<file path="src/rtl/crc_block_gen_if.sv">
// Handshake bundle between the CRC block generator and its producer/consumer.
// The producer drives data and clear; the checker side drives crc_ready.
interface crc_block_gen_if #(
    parameter int unsigned P_DATA_W = 16,
    parameter int unsigned P_CNT_W  = 16
);
    logic                i_clear;
    logic [P_DATA_W-1:0] i_data;
    logic                i_valid;
    logic                o_ready;
    logic [15:0]         o_crc;
    logic                o_crc_valid;
    logic                i_crc_ready;
    logic [P_CNT_W-1:0]  o_word_cnt;
    logic                o_busy;

    modport master (
        output i_clear, i_data, i_valid, i_crc_ready,
        input  o_ready, o_crc, o_crc_valid, o_word_cnt, o_busy
    );

    modport slave (
        input  i_clear, i_data, i_valid, i_crc_ready,
        output o_ready, o_crc, o_crc_valid, o_word_cnt, o_busy
    );
endinterface

</file>
<file path="src/rtl/crc_block_gen.sv">
// CRC-16-CCITT (poly 0x1021, MSB first, no final XOR) over fixed-length blocks,
// one word per clock, checksum handed off over a valid/ready handshake.
module crc_block_gen #(
    parameter int unsigned P_DATA_W    = 16,
    parameter int unsigned P_BLOCK_LEN = 256,
    parameter int unsigned P_CNT_W     = 16,
    parameter logic [15:0] P_CRC_INIT  = 16'hFFFF
) (
    input  logic            i_clk,
    input  logic            i_rst_n,
    crc_block_gen_if.slave  bus
);

    localparam int unsigned    CRC_W = 16;
    localparam logic [CRC_W-1:0]   POLY  = 16'h1021;
    localparam logic [P_CNT_W-1:0] LAST  = P_CNT_W'(P_BLOCK_LEN - 1);

    typedef enum logic {S_ACCUM, S_OUTPUT} state_t;

    state_t             state_q, state_d;
    logic [CRC_W-1:0]   crc_q, crc_d;
    logic [CRC_W-1:0]   crc_out_q, crc_out_d;
    logic               crc_vld_q, crc_vld_d;
    logic [P_CNT_W-1:0] cnt_q, cnt_d;
    logic [CRC_W-1:0]   crc_next;
    logic               ready_c;
    logic               accept_c;

    // Shift a whole word into the CRC register, MSB first.
    function automatic logic [CRC_W-1:0] crc_step(input logic [CRC_W-1:0] c,
                                                  input logic [P_DATA_W-1:0] d);
        logic [CRC_W-1:0] r;
        logic             fb;
        r = c;
        for (int i = int'(P_DATA_W) - 1; i >= 0; i--) begin
            fb = r[CRC_W-1] ^ d[i];
            r  = {r[CRC_W-2:0], 1'b0} ^ (fb ? POLY : '0);
        end
        return r;
    endfunction

    // Ready decodes registered state only; reset and clear force it low.
    assign ready_c  = (state_q == S_ACCUM) & ~bus.i_clear & i_rst_n;
    assign accept_c = bus.i_valid & ready_c;
    assign crc_next = crc_step(crc_q, bus.i_data);

    assign bus.o_ready     = ready_c;
    assign bus.o_crc       = crc_out_q;
    assign bus.o_crc_valid = crc_vld_q;
    assign bus.o_word_cnt  = cnt_q;
    assign bus.o_busy      = (state_q == S_OUTPUT) | (cnt_q != '0);

    always_ff @(posedge i_clk or negedge i_rst_n) begin
        if (!i_rst_n) begin
            state_q   <= S_ACCUM;
            crc_q     <= P_CRC_INIT;
            crc_out_q <= '0;
            crc_vld_q <= 1'b0;
            cnt_q     <= '0;
        end else begin
            state_q   <= state_d;
            crc_q     <= crc_d;
            crc_out_q <= crc_out_d;
            crc_vld_q <= crc_vld_d;
            cnt_q     <= cnt_d;
        end
    end

    // Next-state: clear wins, then accumulate or wait for the checksum handshake.
    always_comb begin
        state_d   = state_q;
        crc_d     = crc_q;
        crc_out_d = crc_out_q;
        crc_vld_d = crc_vld_q;
        cnt_d     = cnt_q;

        if (bus.i_clear) begin
            state_d   = S_ACCUM;
            crc_d     = P_CRC_INIT;
            crc_vld_d = 1'b0;
            cnt_d     = '0;
        end else begin
            unique case (state_q)
                S_ACCUM: begin
                    if (accept_c) begin
                        if (cnt_q == LAST) begin
                            crc_out_d = crc_next;
                            crc_vld_d = 1'b1;
                            crc_d     = P_CRC_INIT;
                            cnt_d     = '0;
                            state_d   = S_OUTPUT;
                        end else begin
                            crc_d = crc_next;
                            cnt_d = cnt_q + P_CNT_W'(1);
                        end
                    end
                end
                S_OUTPUT: begin
                    if (bus.i_crc_ready) begin
                        crc_vld_d = 1'b0;
                        state_d   = S_ACCUM;
                    end
                end
                default: state_d = S_ACCUM;
            endcase
        end
    end

endmodule

</file>
<file path="src/flat_wrapper.sv">
// flat-port wrapper written by rule: the top's interface ports become plain ports
module crc_block_gen_flat 
#(
    parameter int unsigned P_DATA_W    = 16,
    parameter int unsigned P_BLOCK_LEN = 256,
    parameter int unsigned P_CNT_W     = 16,
    parameter logic [15:0] P_CRC_INIT  = 16'hFFFF
)
  (i_clk, i_rst_n, bus_i_clear, bus_i_data, bus_i_valid, bus_i_crc_ready, bus_o_ready, bus_o_crc, bus_o_crc_valid, bus_o_word_cnt, bus_o_busy);
  crc_block_gen_if #(.P_DATA_W(P_DATA_W), .P_CNT_W(P_CNT_W)) bus_i ();
  input  logic i_clk;
  input  logic i_rst_n;
  input wire logic [$bits(bus_i.i_clear)-1:0] bus_i_clear;
  input wire logic [$bits(bus_i.i_data)-1:0] bus_i_data;
  input wire logic [$bits(bus_i.i_valid)-1:0] bus_i_valid;
  input wire logic [$bits(bus_i.i_crc_ready)-1:0] bus_i_crc_ready;
  output wire logic [$bits(bus_i.o_ready)-1:0] bus_o_ready;
  output wire logic [$bits(bus_i.o_crc)-1:0] bus_o_crc;
  output wire logic [$bits(bus_i.o_crc_valid)-1:0] bus_o_crc_valid;
  output wire logic [$bits(bus_i.o_word_cnt)-1:0] bus_o_word_cnt;
  output wire logic [$bits(bus_i.o_busy)-1:0] bus_o_busy;
  assign bus_i.i_clear = bus_i_clear;
  assign bus_i.i_data = bus_i_data;
  assign bus_i.i_valid = bus_i_valid;
  assign bus_i.i_crc_ready = bus_i_crc_ready;
  assign bus_o_ready = bus_i.o_ready;
  assign bus_o_crc = bus_i.o_crc;
  assign bus_o_crc_valid = bus_i.o_crc_valid;
  assign bus_o_word_cnt = bus_i.o_word_cnt;
  assign bus_o_busy = bus_i.o_busy;
  crc_block_gen #(.P_DATA_W(P_DATA_W), .P_BLOCK_LEN(P_BLOCK_LEN), .P_CNT_W(P_CNT_W), .P_CRC_INIT(P_CRC_INIT)) u_core (.i_clk(i_clk), .i_rst_n(i_rst_n), .bus(bus_i));
endmodule
</file>
<file path="config.mk">
export PLATFORM = sky130hd
export DESIGN_NAME = crc_block_gen_flat
export DESIGN_NICKNAME = d
export VERILOG_FILES = /design/src/rtl/crc_block_gen_if.sv /design/src/rtl/crc_block_gen.sv /design/src/flat_wrapper.sv
export SDC_FILE = /design/constraint.sdc
export NUM_CORES = 1
export LEC_CHECK = 0
export BUFFER_PORTS_ARGS = -buffer_cell sky130_fd_sc_hd__buf_2
export CELL_PAD_IN_SITES_DETAIL_PLACEMENT = 0
export CELL_PAD_IN_SITES_GLOBAL_PLACEMENT = 2
export CORE_MARGIN = 5
export CORE_UTILIZATION = 38
export DETAILED_ROUTE_END_ITERATION = 16
export PLACE_DENSITY = 0.89
export SLEW_MARGIN = 40
export SYNTH_ARGS = -nofsm -noshare
export SYNTH_HDL_FRONTEND = slang
export SYNTH_SLANG_ARGS = --single-unit
</file>
<file path="constraint.sdc">
create_clock -name i_clk -period 4.3 [get_ports i_clk]
set_input_delay 0.43 -clock i_clk [delete_from_list [all_inputs] [get_ports i_clk]]
set_output_delay 0.43 -clock i_clk [all_outputs]
set_load 0.05 [all_outputs]
</file>
Word level (Yosys, flattened, before mapping):

Cells that the tools add are included.

* $add $sub $neg: 1
* eq/ne operators: 5
* multiplexer cells: 34
* bitwise operators: 38
* reduce and logical (&&, ||, !) cells: 5

Operators with widths (number)
* bitwise XOR 16 bit: 16
* 2-to-1 mux 13 bit: 16
* 2-to-1 mux 16 bit: 8
* adder 16 x 1 -> 16 bit (second input constant): 1
* equality test 16 x 8 -> 1 bit (second input constant): 1
* nonzero test 16 bit: 1
* bitwise XOR 1 bit: 16
* 2-to-1 mux 1 bit: 8
* inequality test 3 bit (second input constant): 2
* case mux 1 bit (2 select lines): 2
* AND reduction 4 bit: 1
* AND 1 bit: 3
* inequality test 3 x 2 -> 1 bit (second input constant): 1
* AND reduction 3 bit: 1
* inequality test 2 bit (second input constant): 1
* inverter 1 bit: 2
* AND reduction 2 bit: 1
* nonzero test 2 bit: 1
* OR 1 bit: 1

* register bits: 50
* input port bits: 21
* output and inout bits: 35
* logic and storage cells: 88

Depth between registers and ports, before layout:

Gate-level depths: netlist (run 1).

* depth in word-level cells: 52
* mapped depth: 7
* mapped depth without buffers: 6

Worst setup path before layout (run 1):

OpenSTA, ideal clock, no wires.

* path kind: in2reg
* from: input i_rst_n
* to: register u_core.crc_out_q[4], in the netlist u_core.bus.o_crc[4]
* setup time: 0.128 ns
* arrival: 2.323 ns
* data required time: 4.172 ns
* path slack: 1.849 ns
* stages on the path: 6
* buffers on the path: 1
* cell sequence: nor2b_1 nor2b_1 and2_1 nand2_1 clkbuf_1 mux2_1

* word-level cells in the longest chain between the ends: 3

Ends and longest elaborated chain
* from (decl): RTL line flat_wrapper.sv:12 `input logic i_rst_n;`
* AND 1 bit: RTL line crc_block_gen.sv:43 `assign ready_c = (state_q == S_ACCUM) & ~bus.i_clear & i_rst_n;`
* via bus_o_ready: RTL line flat_wrapper.sv:17 `output wire logic [$bits(bus_i.o_ready)-1:0] bus_o_ready;`
* AND 1 bit: RTL line crc_block_gen.sv:44 `assign accept_c = bus.i_valid & ready_c;`
* AND reduction 4 bit (no source line)
* to (signal assigned): RTL line crc_block_gen.sv:63 `crc_out_q <= crc_out_d;`
* to (decl): RTL line crc_block_gen.sv:22 `logic [CRC_W-1:0] crc_out_q, crc_out_d;`

The timed path passes the listed nets, and every way through them passes these cells.
A chain may end at the register's enable or synchronous reset.

Worst setup path after layout (run 1):

* from: register u_core.cnt_q[12], in the netlist u_core.bus.o_word_cnt[12]
* to: register u_core.cnt_q[9], in the netlist u_core.bus.o_word_cnt[9]

* word-level cells in the longest chain between the ends: 5

Ends and longest elaborated chain
* from (decl): RTL line crc_block_gen.sv:24 `logic [P_CNT_W-1:0] cnt_q, cnt_d;`
* from (signal assigned): RTL line crc_block_gen.sv:65 `cnt_q <= cnt_d;`
* equality test 16 x 8 -> 1 bit: RTL line crc_block_gen.sv:86 `if (cnt_q == LAST) begin`
* 2-to-1 mux 16 bit: RTL line crc_block_gen.sv:86
* 2-to-1 mux 16 bit: RTL line crc_block_gen.sv:85 `if (accept_c) begin`
* 2-to-1 mux 16 bit: RTL line crc_block_gen.sv:83 `unique case (state_q)`
* 2-to-1 mux 16 bit: RTL line crc_block_gen.sv:77 `if (bus.i_clear) begin`

Every way passes these cells. The select of a mux whose other input is x is not followed.

==> flow_metrics.py, run 1 <==
metrics = {
    "routing": {
        "num_vias": 1935,
        "viasPerCell": 4.813,
        "wl_per_cell_um": 14.98,
        "drtIter0Drc": 73,
        "drt_first_pass_iters": 4,
        "drc_errors": 0,
        "drt-total-wl_um": 6022,
        "ant_nets": 0,
    },
    "grt": {
        "antenna_found_initial": 0,
        "grt_pass1_vias": 1953,
        "grt_use_total_pct": 14.25,
        "grt-ovfl-total": 0,
        "grt_start_max_net_pins": 51,
        "grt_pass1_wl_um": 9977,
    },
    "timing": {
        "setup_viol": 0,
        "min_period_ns": 2.567,
        "setup_tns_ns": 0,
        "rsz0062_at_grt": "false",
        "max_slew_margin_pct": 46.15,
        "timing.fmax_mhz": 389.5,
        "finalCritPeriodShare_pct": 59.71,
        "whs_ns": 0.2968,
        "fin_ws_ns": 1.733,
        "finalHoldViolations": 0,
        "report.final.slew_viol_count": 0,
        "finClkSkew_ns": 0.008534,
        "tightest_slew_ns": 0.8078,
    },
    "place": {
        "dpl_worst_slack_ns": 1.426,
        "routabilityCongestion": 0.8270,
        "portBuffers": 55,
        "post-dp-hpwl_um": 4412,
    },
    "worst_setup_path": {
        "worstRegToRegCells": 6,
        "cp-end-kind": "flop",
        "crit_start": "u_core.bus.o_word_cnt[12]",
        "path_class": "flop to flop",
        "critPathArrivalTime_ns": 2.73,
        "r2r_setup_slack_ns": 1.73,
        "r2r-start": "u_core.bus.o_word_cnt[12]",
        "cp-endpoint": "u_core.bus.o_word_cnt[9]",
        "cp_max_fo": 25,
        "required_ns": 4.46,
        "reg2reg_to": "u_core.bus.o_word_cnt[9]",
        "cp_slowest_cell": "nand2b_1",
        "path_cells": "or4_1 -> nor2_1 -> and4_1 -> nand2_2 -> nand2b_1 -> nor2_1",
        "cp_common_cell": "nor2_1",
        "startpoint_type": "flop",
        "slowest_delay_ns": 0.57,
    },
    "floorplan": {
        "chipWidth_um": 95.48,
        "die_y_um": 95.48,
        "rows": 31,
        "ios": 56,
        "dieArea_um2": 9115,
        "core_area_um2": 7176,
        "initial_core_util_pct": 38.69,
    },
    "min_path": {
        "hold_class": "input port to asynchronous set/reset pin",
    },
    "yosys": {
        "syn_inst": 246,
        "synth_cell_type_count": 34,
        "synth_fp_nets": 269,
        "synthMostInstantiatedCell": "xnor2_1",
        "syn_area_um2": 2776,
        "syn_avg_cell_area_um2": 11.29,
        "synthTopCellsByArea": "dfrtp_1 31%, dfstp_2 15%, xnor2_1 12%",
        "ys_ff_latch": 50,
        "synth-edff-count": 0,
        "async_flop_share_pct": 100.0,
        "synth_top_area_share_pct": 30.64,
        "synth-seq-area-share_pct": 45.79,
        "synthFlopType": "dfrtp_1",
        "yosys.area.top_type": "dfrtp_1",
        "ys_warn_count": 0,
        "synthTopCellsByCount": "38 x xnor2_1, 34 x dfrtp_1, 26 x xor2_1, 17 x nand2_1, 17 x nor2_1",
    },
    "cells_and_area": {
        "fill_cells": 694,
        "postLayoutCoreUtil_pct": 45.21,
        "syn2layout_area_growth_pct": 16.85,
        "seqCellArea_um2": 1271,
        "nNetsFinal": 325,
        "final_layout_size_suffix_gt1_share_pct": 32.01,
        "multi_input_comb_area_um2": 1468,
        "n_antenna_cell": 0,
    },
    "cts": {
        "path_clk_slew_ns": 0.09,
        "htreeDepth": 2,
        "cts_buffer_depth": 2,
        "cts.sinks": 50,
        "clk_latency_ns": 0.30,
        "root_buffer": "clkbuf_8",
        "cts_setup_buffers": 0,
        "tritoncts": "done",
        "numCtsBuffers": 5,
        "ctsResizeCount": 0,
        "cts_hold_buf": 0,
    },
    "pwr": {
        "power_density_nw_per_um2": 690.7,
        "p_leak_nw": 1.526,
        "ir_drop_uv": 394.2,
    },
    "job": {
        "max_cap_viol_count": 0,
    },
    "run_status": {
        "status": "completed",
    },
}
-- kinds of logic after synthesis --
family                     count (synthesis)  synth area share, %
xor gates and xnor gates                  75                27.94
and+or+nand+nor                           65                11.76
DFF                                       50                45.79
AOI/OAI and AO/OA                         36                8.518
buffers and inverters                      9                1.442
muxes                                      9                3.650
adders and majority gates                  2               0.9012
-- layer usage --
layer / vias to the layer above / track usage, % / part of all wire (%)
met5: - / 0 / 0
met2: 28 / 22.04 / 47
met1: 948 / 20.29 / 48
met3: 6 / 2.920 / 3.7
met4: 0 / 3.910 / 1.1
li1: 953 / - / -
-- cells in the final DEF, fill, tap and decap left out, types with 4 or more instances in the layout --
cell type	instances
a211oi_1	5
buf_2	55
clkbuf_8	6
dfrtp_1	34
dfstp_2	16
mux2_2	8
nand2_1	16
nand2b_1	7
nand3_1	6
nand4_1	4
nor2_1	17
o21ai_0	16
o22a_1	9
xnor2_1	38
xnor2_2	5
xor2_1	26
-- stage by stage --
| stage | power, mW | cells | cell area [um2] |
|---|---|---|---|
| after floorplan | 1.756 | 246 | 2776 |
| after global placement | 1.956 | 394 | 3151 |
| after detailed placement | 1.978 | 394 | 3151 |
| after CTS | 2.270 | 402 | 3242 |
| after global routing | 2.399 | 402 | 3244 |
| final | 2.241 | 402 | 3244 |
-- power breakdown --
group	leakage [nW]	internal, mW	switching [mW]
registers	0.643	0.571	0.0490
clock network	0.0482	0.130	0.152
logic	0.835	0.662	0.677
total	1.53	1.36	0.878
-- flip-flops by register name (all words and copies together), names as in the netlist --
signal,count
u_core.crc_q,16
u_core.bus.o_crc,16
u_core.state_q,1
u_core.bus.o_word_cnt,16
u_core.bus.o_crc_valid,1
-- worst min path at each step --
stage                    startpoint                endpoint  slack (ns)  cells past startpoint
2_1_floorplan               i_rst_n     u_core.bus.o_crc[0]        0.13                      0
3_3_place_gp    u_core.bus.o_crc[9]     u_core.bus.o_crc[9]        0.47                      2
3_5_place_dp   u_core.bus.o_crc[11]    u_core.bus.o_crc[11]        0.47                      2
4_1_cts             bus_i_crc_ready  u_core.bus.o_crc_valid        0.32                      2
5_1_grt             bus_i_crc_ready  u_core.bus.o_crc_valid        0.32                      2
6_report                    i_rst_n     u_core.bus.o_crc[7]        0.30                      2
-- layout make-up --
cell class	count	area share, %
timing repair buffer	56	8.716
tap	99	3.818
inverter	2	0.2314
multi-input combinational	187	45.24
clock inverter	1	0.1543
clock buffer	7	2.661
sequential	50	39.18
-- critical path, delay by kind of cell, from the launching register on --
kind,cells,cell delay [ns]
and+or+nand+nor,6,2.01
DFF,1,0.42
Power figures use the tool's default switching activity.
==> run 2, diff against run 1 <==
--- a/config.mk
+++ b/config.mk
@@ -5,13 +5,14 @@
 export SDC_FILE = /design/constraint.sdc
 export NUM_CORES = 1
 export LEC_CHECK = 0
+export ABC_AREA = 1
 export BUFFER_PORTS_ARGS = -buffer_cell sky130_fd_sc_hd__buf_2
 export CELL_PAD_IN_SITES_DETAIL_PLACEMENT = 0
 export CELL_PAD_IN_SITES_GLOBAL_PLACEMENT = 2
 export CORE_MARGIN = 5
-export CORE_UTILIZATION = 38
+export CORE_UTILIZATION = 32
 export DETAILED_ROUTE_END_ITERATION = 16
-export PLACE_DENSITY = 0.89
+export PLACE_DENSITY = 0.85
 export SLEW_MARGIN = 40
 export SYNTH_ARGS = -nofsm -noshare
 export SYNTH_HDL_FRONTEND = slang
==> constraint.sdc (replaced) <==
create_clock -name i_clk -period 2.48 [get_ports i_clk]
set_input_delay 0.248 -clock i_clk [delete_from_list [all_inputs] [get_ports i_clk]]
set_output_delay 0.248 -clock i_clk [all_outputs]
set_load 0.05 [all_outputs]
==> flow_metrics.py, run 2 <==
metrics = {
    "run_status": {
        "status": "completed",
    },
    "cts": {
        "htreeDepth": 2,
        "ctsResizeCount": 0,
        "clk_latency_ns": 0.31,
        "path_clk_slew_ns": 0.10,
        "root_buffer": "clkbuf_8",
        "numCtsBuffers": 5,
        "cts_hold_buf": 0,
        "tritoncts": "done",
        "cts_setup_buffers": 0,
        "cts_buffer_depth": 2,
        "cts.sinks": 50,
    },
    "floorplan": {
        "ios": 56,
        "die_y_um": 108.2,
        "initial_core_util_pct": 33.05,
        "rows": 35,
        "core_area_um2": 9328,
        "dieArea_um2": 11700,
        "chipWidth_um": 108.2,
    },
    "yosys": {
        "synthTopCellsByArea": "dfrtp_1 28%, nand2_1 14%, dfstp_2 14%",
        "synth-simple-area-share_pct": 33.16,
        "synth_compound_area_share_pct": 7.914,
        "synth_fp_nets": 423,
        "synth-seq-area-share_pct": 41.23,
        "synthTopCellsByCount": "119 x nand2_1, 44 x inv_1, 34 x dfrtp_1, 28 x nand3_1, 25 x nor2_1",
        "synth_top_area_share_pct": 27.60,
        "synthMuxAreaShare_pct": 0,
        "syn_inst": 400,
        "synth_cell_type_count": 37,
        "syn_area_um2": 3083,
        "syn_avg_cell_area_um2": 7.707,
        "synth-edff-count": 0,
        "ys_warn_count": 0,
        "async_flop_share_pct": 100.0,
        "synthAdderAreaFrac_pct": 0.8117,
        "yosys.area.top_type": "dfrtp_1",
        "synthXorXnorAreaFrac_pct": 10.11,
        "synthFlopType": "dfrtp_1",
        "synthMostInstantiatedCell": "nand2_1",
        "ys_ff_latch": 50,
        "synth_top_family_by_area": "simple AND/OR/NAND/NOR gates",
    },
    "worst_setup_path": {
        "slowest_delay_ns": 0.44,
        "cp_slowest_cell": "dfrtp_1",
        "required_ns": 2.69,
        "cp_max_fo": 15,
        "path_cells": "nor2_4 -> nand3_4 -> nand2_2 -> nand3_2 -> nor3_4 -> nand2_1 -> nand2_1 -> o21ai_1 -> and2_1",
        "worstRegToRegCells": 9,
        "cp-end-kind": "flop",
        "startpoint_type": "flop",
        "critPathArrivalTime_ns": 2.15,
        "cp_common_cell": "nand2_1",
        "path_class": "flop to flop",
    },
    "job": {
        "max_cap_viol_count": 0,
    },
    "grt": {
        "grt_pass1_wl_um": 13350,
        "grt_pass1_vias": 2640,
        "grt-ovfl-total": 0,
        "grt_start_max_net_pins": 52,
        "antenna_found_initial": 0,
        "grt_use_total_pct": 14.67,
    },
    "routing": {
        "wl_per_cell_um": 14.06,
        "viasPerCell": 4.524,
        "ant_nets": 0,
        "drc_errors": 0,
        "drt-total-wl_um": 8265,
        "num_vias": 2660,
        "drtIter0Drc": 84,
        "drt_first_pass_iters": 4,
    },
    "place": {
        "portBuffers": 55,
        "place_inst": 580,
        "routabilityCongestion": 0.8090,
        "post-dp-hpwl_um": 6344,
    },
    "timing": {
        "min_period_ns": 1.946,
        "setup_viol": 0,
        "finalHoldViolations": 0,
        "report.final.slew_viol_count": 0,
        "finalCritPeriodShare_pct": 78.49,
        "whs_ns": 0.1456,
        "finClkSkew_ns": 0.003837,
        "tightest_slew_ns": 0.6749,
        "timing.fmax_mhz": 513.8,
        "setup_tns_ns": 0,
        "rsz0062_at_grt": "false",
        "max_slew_margin_pct": 55.01,
    },
    "cells_and_area": {
        "seqCellArea_um2": 1271,
        "fill_cells": 998,
        "layout_commonest_cell": "nand2_1",
        "nNetsFinal": 481,
        "layout_common_cells": "119 x nand2_1, 55 x buf_2, 44 x inv_1",
        "final_layout_size_suffix_gt1_share_pct": 26.14,
        "instances_no_fill": 588,
        "multi_input_comb_area_um2": 1603,
        "syn2layout_area_growth_pct": 17.29,
        "n_antenna_cell": 0,
    },
    "min_path": {
        "hold_path_depth": 2,
        "hold_class": "input port to flop",
    },
    "pwr": {
        "ir_drop_uv": 314.8,
        "p_leak_nw": 1.903,
        "power_density_nw_per_um2": 817.1,
    },
}
## run 2: cell types whose count changed after synthesis, sizes merged, moves of 5 or more
cell,previous run,this run
nand2b,7,0
nor2,17,28
inv,2,47
xnor2,43,14
a21oi,3,17
xor2,27,19
nor3,0,5
mux2,9,0
nand3,6,31
o22a,9,0
nand2,17,141
## run 2: power by group
| group | switching, mW | internal (mW) | total [mW] |
|---|---|---|---|
| Combinational | 0.901 | 0.439 | 1.34 |
| Clock | 0.305 | 0.301 | 0.606 |
| Sequential | 0.0700 | 0.939 | 1.01 |
| Total | 1.28 | 1.68 | 2.95 |
## run 2: path summary, 6_finish.rpt
check / startpoint / endpoint / slack (ns)
max: u_core.state_q / u_core.bus.o_word_cnt[13] / 0.53
min: bus_i_crc_ready / u_core.state_q / 0.15
max reg2reg: u_core.state_q / u_core.bus.o_word_cnt[13] / 0.53
max in group asynchronous: i_rst_n / u_core.bus.o_word_cnt[13] / 1.85
min in group asynchronous: i_rst_n / u_core.bus.o_crc[15] / 0.19
min reg2reg: u_core.bus.o_crc[11] / u_core.bus.o_crc[11] / 0.49
## run 2: worst max-delay path: cells and delay by family, from the launching register on
kind             cells  cell delay [ns]
AO/OA/AOI/OAI        1             0.07
flip-flops           1             0.44
AND/OR/NAND/NOR      8             1.32
## run 2: kinds of logic (layout without fill, tap and decap cells)
kind of cell	after synthesis	in the layout
buffers and inverters	53	112
AND/OR/NAND/NOR	218	218
AO/OA/AOI/OAI	44	44
XOR/XNOR	33	33
adder cells (fa/ha/maj)	2	2
flip-flops	50	50
## run 2: metal layers
| metal | track usage (%) | vias to the layer above | wire length (um) |
|---|---|---|---|
| met1 | 19.66 | 1214 | 3963 |
| met5 | 0 | - | 0 |
| li1 | - | 1378 | - |
| met3 | 3.104 | 8 | 343 |
| met4 | 4.599 | 0 | 133 |
| met2 | 23.76 | 60 | 3825 |
## run 2: layout make-up
cell class | instances | share of cell area, %
sequential | 50 | 35.16
clock buffer | 5 | 1.903
inverter | 47 | 4.879
clock inverter | 3 | 1.246
timing repair buffer | 57 | 8.028
tap | 129 | 4.464
multi-input combinational | 297 | 44.33
## run 2: through the flow
step | util (%) | cell area [um2] | total power [mW] | worst slack, ns
2_1_floorplan | - | 3083 | 2.044 | 0.5792
3_3_place_gp | 37.55 | 3502 | 2.374 | 0.5387
3_5_place_dp | 37.55 | 3502 | 2.367 | 0.5436
4_1_cts | 38.77 | 3616 | 2.984 | 0.5287
5_1_grt | 38.77 | 3616 | 3.196 | 0.3514
6_report | 38.77 | 3616 | 2.955 | 0.5336
